### config.mk
export PLATFORM = sky130hd
export DESIGN_NAME = complement_flat
export DESIGN_NICKNAME = d
export VERILOG_FILES = /design/src/rtl/complement_pkg.sv /design/src/rtl/complement_if.sv /design/src/rtl/complement_core.sv /design/src/rtl/complement.sv /design/src/flat_wrapper.sv
export SDC_FILE = /design/constraint.sdc
export NUM_CORES = 1
export LEC_CHECK = 0
export CORE_AREA = 2 2 61 63
export CTS_BUF_LIST = sky130_fd_sc_hd__clkbuf_4 sky130_fd_sc_hd__clkbuf_8 sky130_fd_sc_hd__clkbuf_16
export CTS_CLUSTER_SIZE = 24
export DETAILED_ROUTE_END_ITERATION = 16
export DIE_AREA = 0 0 63 65
export GPL_ROUTABILITY_DRIVEN = 0
export PLACE_DENSITY = 0.84
export SYNTH_ARGS = -nofsm -noshare
export SYNTH_HDL_FRONTEND = slang
export SYNTH_SLANG_ARGS = --single-unit
export TNS_END_PERCENT = 5
### constraint.sdc
create_clock -name clk -period 1.2 [get_ports clk]
set_clock_uncertainty 0.2 [all_clocks]
set_input_delay 0.36 -clock clk [delete_from_list [all_inputs] [get_ports clk]]
set_output_delay 0.36 -clock clk [all_outputs]
set_load 0.1 [all_outputs]
### src/rtl/complement_pkg.sv
// -----------------------------------------------------------------------------
// complement_pkg
// Shared constants for the significand complement block:
//   COMP_WIDTH  - default significand width (IEEE-754 single-precision fraction)
//   comp_mode_e - operation select encoding (COMP_TWOS / COMP_ONES)
// -----------------------------------------------------------------------------
package complement_pkg;

  localparam int unsigned COMP_WIDTH = 23;

  typedef enum logic {
    COMP_TWOS = 1'b0,
    COMP_ONES = 1'b1
  } comp_mode_e;

endpackage : complement_pkg

### src/rtl/complement_if.sv
// -----------------------------------------------------------------------------
// complement_if
// Groups the operand/result bus of the complement block.
//   in_valid, mode, significand   : driven by the master (operand source)
//   complemented_significand,
//   out_valid, zero_in, carry_out : driven by the slave (complement block)
// -----------------------------------------------------------------------------
interface complement_if
  import complement_pkg::*;
#(
  parameter int unsigned WIDTH = COMP_WIDTH
);

  logic             in_valid;
  logic             mode;
  logic [WIDTH-1:0] significand;
  logic [WIDTH-1:0] complemented_significand;
  logic             out_valid;
  logic             zero_in;
  logic             carry_out;

  modport master (
    output in_valid,
    output mode,
    output significand,
    input  complemented_significand,
    input  out_valid,
    input  zero_in,
    input  carry_out
  );

  modport slave (
    input  in_valid,
    input  mode,
    input  significand,
    output complemented_significand,
    output out_valid,
    output zero_in,
    output carry_out
  );

endinterface : complement_if

### src/rtl/complement_core.sv
// -----------------------------------------------------------------------------
// complement_core
// Purely combinational inverter + full-width incrementer.
//   mode        : COMP_TWOS -> ~significand + 1, COMP_ONES -> ~significand
//   significand : operand
//   result      : complemented operand (mod 2^WIDTH)
//   zero        : operand is all zeros
//   carry       : carry out of the +1 (two's mode only, else 0)
// -----------------------------------------------------------------------------
module complement_core
  import complement_pkg::*;
#(
  parameter int unsigned WIDTH = COMP_WIDTH
) (
  input  logic             mode,
  input  logic [WIDTH-1:0] significand,
  output logic [WIDTH-1:0] result,
  output logic             zero,
  output logic             carry
);

  logic [WIDTH-1:0] inv_s;
  logic [WIDTH-1:0] inc_sum_s;
  logic             inc_carry_s;

  // Invert, increment over WIDTH+1 bits so the carry is kept, then select by mode
  always_comb begin
    inv_s                    = ~significand;
    {inc_carry_s, inc_sum_s} = {1'b0, inv_s} + {{WIDTH{1'b0}}, 1'b1};
    zero                     = (significand == {WIDTH{1'b0}});
    result                   = inc_sum_s;
    carry                    = inc_carry_s;
    case (comp_mode_e'(mode))
      COMP_TWOS: begin
        result = inc_sum_s;
        carry  = inc_carry_s;
      end
      COMP_ONES: begin
        result = inv_s;
        carry  = 1'b0;
      end
      default: begin
        result = inc_sum_s;
        carry  = inc_carry_s;
      end
    endcase
  end

endmodule : complement_core

### src/rtl/complement.sv
// -----------------------------------------------------------------------------
// complement (top)
// One's / two's complement of a floating-point significand.
//   clk, rst_n : rising-edge clock, asynchronous active-low reset
//                (unused when REGISTERED = 0)
//   bus        : complement_if slave modport (operand in, result out)
// REGISTERED = 1 gives latency 1 with a result register that holds while
// in_valid is low; REGISTERED = 0 passes the core outputs straight through.
// -----------------------------------------------------------------------------
module complement
  import complement_pkg::*;
#(
  parameter int unsigned WIDTH      = COMP_WIDTH,
  parameter bit          REGISTERED = 1'b1
) (
  input  logic         clk,
  input  logic         rst_n,
  complement_if.slave  bus
);

  logic [WIDTH-1:0] core_result_s;
  logic             core_zero_s;
  logic             core_carry_s;

  complement_core #(
    .WIDTH (WIDTH)
  ) u_core (
    .mode        (bus.mode),
    .significand (bus.significand),
    .result      (core_result_s),
    .zero        (core_zero_s),
    .carry       (core_carry_s)
  );

  generate
    if (REGISTERED) begin : g_reg
      logic [WIDTH-1:0] result_r;
      logic             zero_r;
      logic             carry_r;
      logic             valid_r;

      // Output registers: capture on in_valid, hold otherwise; valid tracks in_valid
      always_ff @(posedge clk or negedge rst_n) begin
        if (!rst_n) begin
          result_r <= {WIDTH{1'b0}};
          zero_r   <= 1'b0;
          carry_r  <= 1'b0;
          valid_r  <= 1'b0;
        end else begin
          valid_r <= bus.in_valid;
          if (bus.in_valid) begin
            result_r <= core_result_s;
            zero_r   <= core_zero_s;
            carry_r  <= core_carry_s;
          end
        end
      end

      assign bus.complemented_significand = result_r;
      assign bus.zero_in                  = zero_r;
      assign bus.carry_out                = carry_r;
      assign bus.out_valid                = valid_r;
    end else begin : g_comb
      assign bus.complemented_significand = core_result_s;
      assign bus.zero_in                  = core_zero_s;
      assign bus.carry_out                = core_carry_s;
      assign bus.out_valid                = bus.in_valid;
    end
  endgenerate

endmodule : complement

### src/flat_wrapper.sv
// flat-port wrapper written by rule: the top's interface ports become plain ports
module complement_flat import complement_pkg::*;
#(
  parameter int unsigned WIDTH      = COMP_WIDTH,
  parameter bit          REGISTERED = 1'b1
)
  (clk, rst_n, bus_in_valid, bus_mode, bus_significand, bus_complemented_significand, bus_out_valid, bus_zero_in, bus_carry_out);
  complement_if #(.WIDTH(WIDTH)) bus_i ();
  input  logic clk;
  input  logic rst_n;
  input wire logic [$bits(bus_i.in_valid)-1:0] bus_in_valid;
  input wire logic [$bits(bus_i.mode)-1:0] bus_mode;
  input wire logic [$bits(bus_i.significand)-1:0] bus_significand;
  output wire logic [$bits(bus_i.complemented_significand)-1:0] bus_complemented_significand;
  output wire logic [$bits(bus_i.out_valid)-1:0] bus_out_valid;
  output wire logic [$bits(bus_i.zero_in)-1:0] bus_zero_in;
  output wire logic [$bits(bus_i.carry_out)-1:0] bus_carry_out;
  assign bus_i.in_valid = bus_in_valid;
  assign bus_i.mode = bus_mode;
  assign bus_i.significand = bus_significand;
  assign bus_complemented_significand = bus_i.complemented_significand;
  assign bus_out_valid = bus_i.out_valid;
  assign bus_zero_in = bus_i.zero_in;
  assign bus_carry_out = bus_i.carry_out;
  complement #(.WIDTH(WIDTH), .REGISTERED(REGISTERED)) u_core (.clk(clk), .rst_n(rst_n), .bus(bus_i));
endmodule
# == After elaboration in Yosys (flattened, before gate mapping) ==
# Cells that the tools add are included.
# op_classes
add_sub_neg,1
mux,2
n_bitwise,2
n_reduce_logical,1
# op_table
op,count
$pmux W23 S2,1
$add A23 B1 Y24 const B,1
$logic_not A23 Y1,1
$not A23 Y23,1
$pmux W1 S2,1
$not A1 Y1,1
# totals
ff_bits,26
inputBits,27
output_inout_bits,26
wordCells,10

# == Longest topological paths before layout ==
# depth
word_depth,3
depth_mapped,6
depth_no_buf,6

# == Hierarchy ==
# Synthesis repeated with hierarchy kept, for this count alone.
# hier_totals
cells_unflattened,117
hier_area_um2,1551.5
# modules_own_cells
mod,n_inst,cells_each,area_per_inst_um2,seq_area_each_um2
complement,1,54,1058.5,650.6
complement_core,1,63,493.0,0.0

# == Least setup slack after synthesis ==
# No wires, ideal clock.
# synth_timing
path_type,input -> register
from,in bus_significand[1]
to,reg u_core.g_reg.result_r[18] (netlist: u_core.bus.complemented_significand[18])
setup_ps,132
t_arrival_ps,1689
required_ps,868
path_slack_ps,-821
path_stages,6
n_path_buf,0
path_cell_list,inv_1 > ha_1 > nor4b_2 > and3_1 > a211oi_1 > or3b_1
# synth_between
elab_chain_cells,3
# synth_rtl
item,line,text
start: declaration,flat_wrapper.sv:13,input wire logic [$bits(bus_i.significand)-1:0] bus_significand;
$not A23 Y23,complement_core.sv:28,inv_s = ~significand;
$add A23 B1 Y24,complement_core.sv:29,"{inc_carry_s, inc_sum_s} = {1'b0, inv_s} + {{WIDTH{1'b0}}, 1'b1};"
$pmux W23 S2,complement_core.sv:33,case (comp_mode_e'(mode))
end signal: assignment,complement.sv:45,result_r <= {WIDTH{1'b0}};
end signal: assignment,complement.sv:52,result_r <= core_result_s;
end: declaration,complement.sv:37,logic [WIDTH-1:0] result_r;
# Every way passes these cells.
# A chain may end at the register's enable or synchronous reset.

# == Worst setup path after layout ==
# layout_timing
from,in bus_significand[4]
to,reg u_core.g_reg.result_r[9] (netlist: u_core.bus.complemented_significand[9])
# The elaborated chain is that of the path after synthesis.

==> impl_metrics.yaml <==
global_routing:
  met2_usage_pct: 60.5
  busiest_layer: "met2"
  grt_max_degree: 27
  grt_util_met3_pct: 5.90
  grt_usage_pct: 32.1
  antenna_found_initial: 0
  grt_pass1_vias: 1856
  use_met1_pct: 33.6
  grt_first_pass_wirelength_mm: 9.85
  grt-ovfl-total: 0
worst_setup_path:
  cp-start-kind: "input port"
  cp.required_ns: 1.23
  cp-end-kind: "flip-flop"
  critPathMaxFanout: 6
  crit_type: "in -> reg"
  cp_data_arrival_time_ns: 1.74
sta:
  slew_violations: 0
  rsz0062_at_grt: "true"
  max_slew.worst_pin.slew_ns: 0.354
  fmax_ghz: 0.585
  hold_violations: 0
  finalSetupViolCount: 49
  fin_crit_sh_pct: 143
  fin_crit_ns: 1.71
  max_slew_margin_pct: 76.2
  setup_ws_ns: -0.510
clocking:
  cts_tree: "built"
  clock_latency_ns: 0.33
  cts_made_buffers: 3
  cts_htree_levels: 1
  postCtsHoldBufs: 0
  root_buffer: "clkbuf_4"
  clkTransAtPathRegs_ns: 0.15
  cts_sinks: 26
  clk_path_buf_depth: 2
power:
  powerDensity_nw_per_um2: 956
  vdd_drop_max_v: 0.000676
  power.leakage_nw: 1.36
  total_power_mw: 2.98
logic_synthesis:
  synth_most_common_cell: "dfrtp_1"
  ys_ff_latch: 26
  ys_top_cells_by_area: "dfrtp_1, mux2_2, xor2_1"
  netlist_top_cells_count: "dfrtp_1, mux2_2, nand2_1"
  async_flop_share_pct: 100
  avgSynthCellArea_um2: 10.6
  synthFlopType: "dfrtp_1"
  yosysWarningCount: 0
  synth.cell_area_um2: 1450
  synth_edf_count: 0
  synthCells: 137
  synth_top_area_share_pct: 44.8
  syn_nets: 165
  seq_area_frac_synth_pct: 44.8
  ys_types: 33
  yosys.area.top_type: "dfrtp_1"
die:
  core_region_area_um2: 3500
  die_area_um2: 4100
  num_rows: 22
  dieWidth_um: 63
  die_h_um: 65
  initial_core_util_pct: 41.5
  ios: 53
run_status:
  status: "finished, violations left"
  violations: "setup timing"
routing:
  drtPass1Iterations: 4
  drc: 0
  via_per_inst: 5.97
  drtIter0Drc: 114
  vias: 1803
  drtAntennaViolNets: 0
  postRouteWirelength_mm: 6.95
  avgRoutedWirePerCell_um: 23.0
layout:
  ff_latch_area_um2: 651
  fillCellCount: 142
  final_cells: 302
  syn2layout_area_growth_pct: 115
  nets: 284
  antenna_cells: 0
  layout-drive-gt1-share_pct: 62.2
  multi_input_area_um2: 1020
min_path:
  hold_path_class: "in -> async"
placed_design:
  port_buffers: 52
  dp.cells: 277
  dp_hpwl_mm: 3.75
run:
  drv_cap: 0
[power breakdown]
part | internal (mW) | leakage (nW) | total (mW) | switching (mW)
clock | 0.118 | 0.0138 | 0.395 | 0.277
combinational | 0.612 | 1.04 | 1.53 | 0.921
sequential | 0.956 | 0.312 | 1.06 | 0.101
[sequential cells by signal (all words and copies together) (netlist names)]
name	count
u_core.bus.zero_in	1
u_core.bus.complemented_significand	23
u_core.bus.out_valid	1
u_core.bus.carry_out	1
[cells in the final DEF, fill, tap and decap left out, types with 5 or more instances in the layout]
cell,count
buf_4,48
buf_12,29
dfrtp_1,26
buf_6,20
buf_2,8
nor4_4,7
xor2_1,7
mux2_2,7
nand2_1,7
nor2_1,5
nor2b_1,5
[metal layers]
layer | routed length (um) | up-vias | share of wire [%]
li1 | - | 750 | -
met1 | 2450 | 891 | 35
met2 | 3630 | 120 | 52
met3 | 443 | 42 | 6.4
met4 | 425 | 0 | 6.1
met5 | 0 | - | 0
[metrics by stage]
stage	util [%]	hold slack (ns)	setup WS [ns]	setup TNS, ns	cell area, um^2
5_1_grt	89.3	0.174	-0.541	-18.73	3120
4_1_cts	85.8	0.172	-0.457	-15.16	3000
6_report	89.3	0.153	-0.510	-17.62	3120
3_5_place_dp	76.6	0.339	-1.25	-28.03	2680
2_1_floorplan	-	-0.136	-0.655	-18.88	1500
3_3_place_gp	76.6	0.331	-1.21	-26.59	2680
[what timing repair did]
item                       4_1_cts  5_1_grt
setup endpoints to repair       51       49
setup buffers                   15        6
pin swaps                       26        7
resized for setup              131       18
cloned                           1        0
[final timing paths]
kind	from	to	slack [ns]	cells past startpoint
setup / recovery	bus_significand[4]	u_core.bus.complemented_significand[9]	-0.51	8
hold / removal	rst_n	u_core.bus.complemented_significand[15]	0.15	2
setup reg to reg	u_core.bus.complemented_significand[18]	u_core.bus.complemented_significand[18]	-0.10	2
hold reg to reg	u_core.bus.complemented_significand[19]	u_core.bus.complemented_significand[19]	0.39	1
max in group asynchronous	rst_n	u_core.bus.complemented_significand[11]	0.48	2
min in group clk	bus_significand[7]	u_core.bus.complemented_significand[7]	0.18	3
[worst max-delay path: stages]
cell,delay (ns)
buf_6,0.10
nor4_4,0.30
buf_6,0.19
buf_6,0.10
buf_6,0.09
nand4b_1,0.15
xor2_1,0.18
mux2_2,0.27
[area by class of cell]
class	instances	share of cell area, %
timing repair buffer	117	42.8
clock buffer	3	0.721
multi-input combinational	104	32.8
inverter	4	0.962
tap	48	1.92
sequential	26	20.8
[logic make-up after synthesis]
kind of cell | Yosys count | synth area share (%)
AO/OA/AOI/OAI | 23 | 12.4
XOR/XNOR | 12 | 7.24
adder cells (fa/ha/maj) | 1 | 0.862
buffers and inverters | 8 | 2.07
flip-flops | 26 | 44.8
multiplexers | 12 | 9.22
AND/OR/NAND/NOR | 55 | 23.4
Note: power is estimated with default switching activity, not from simulation.
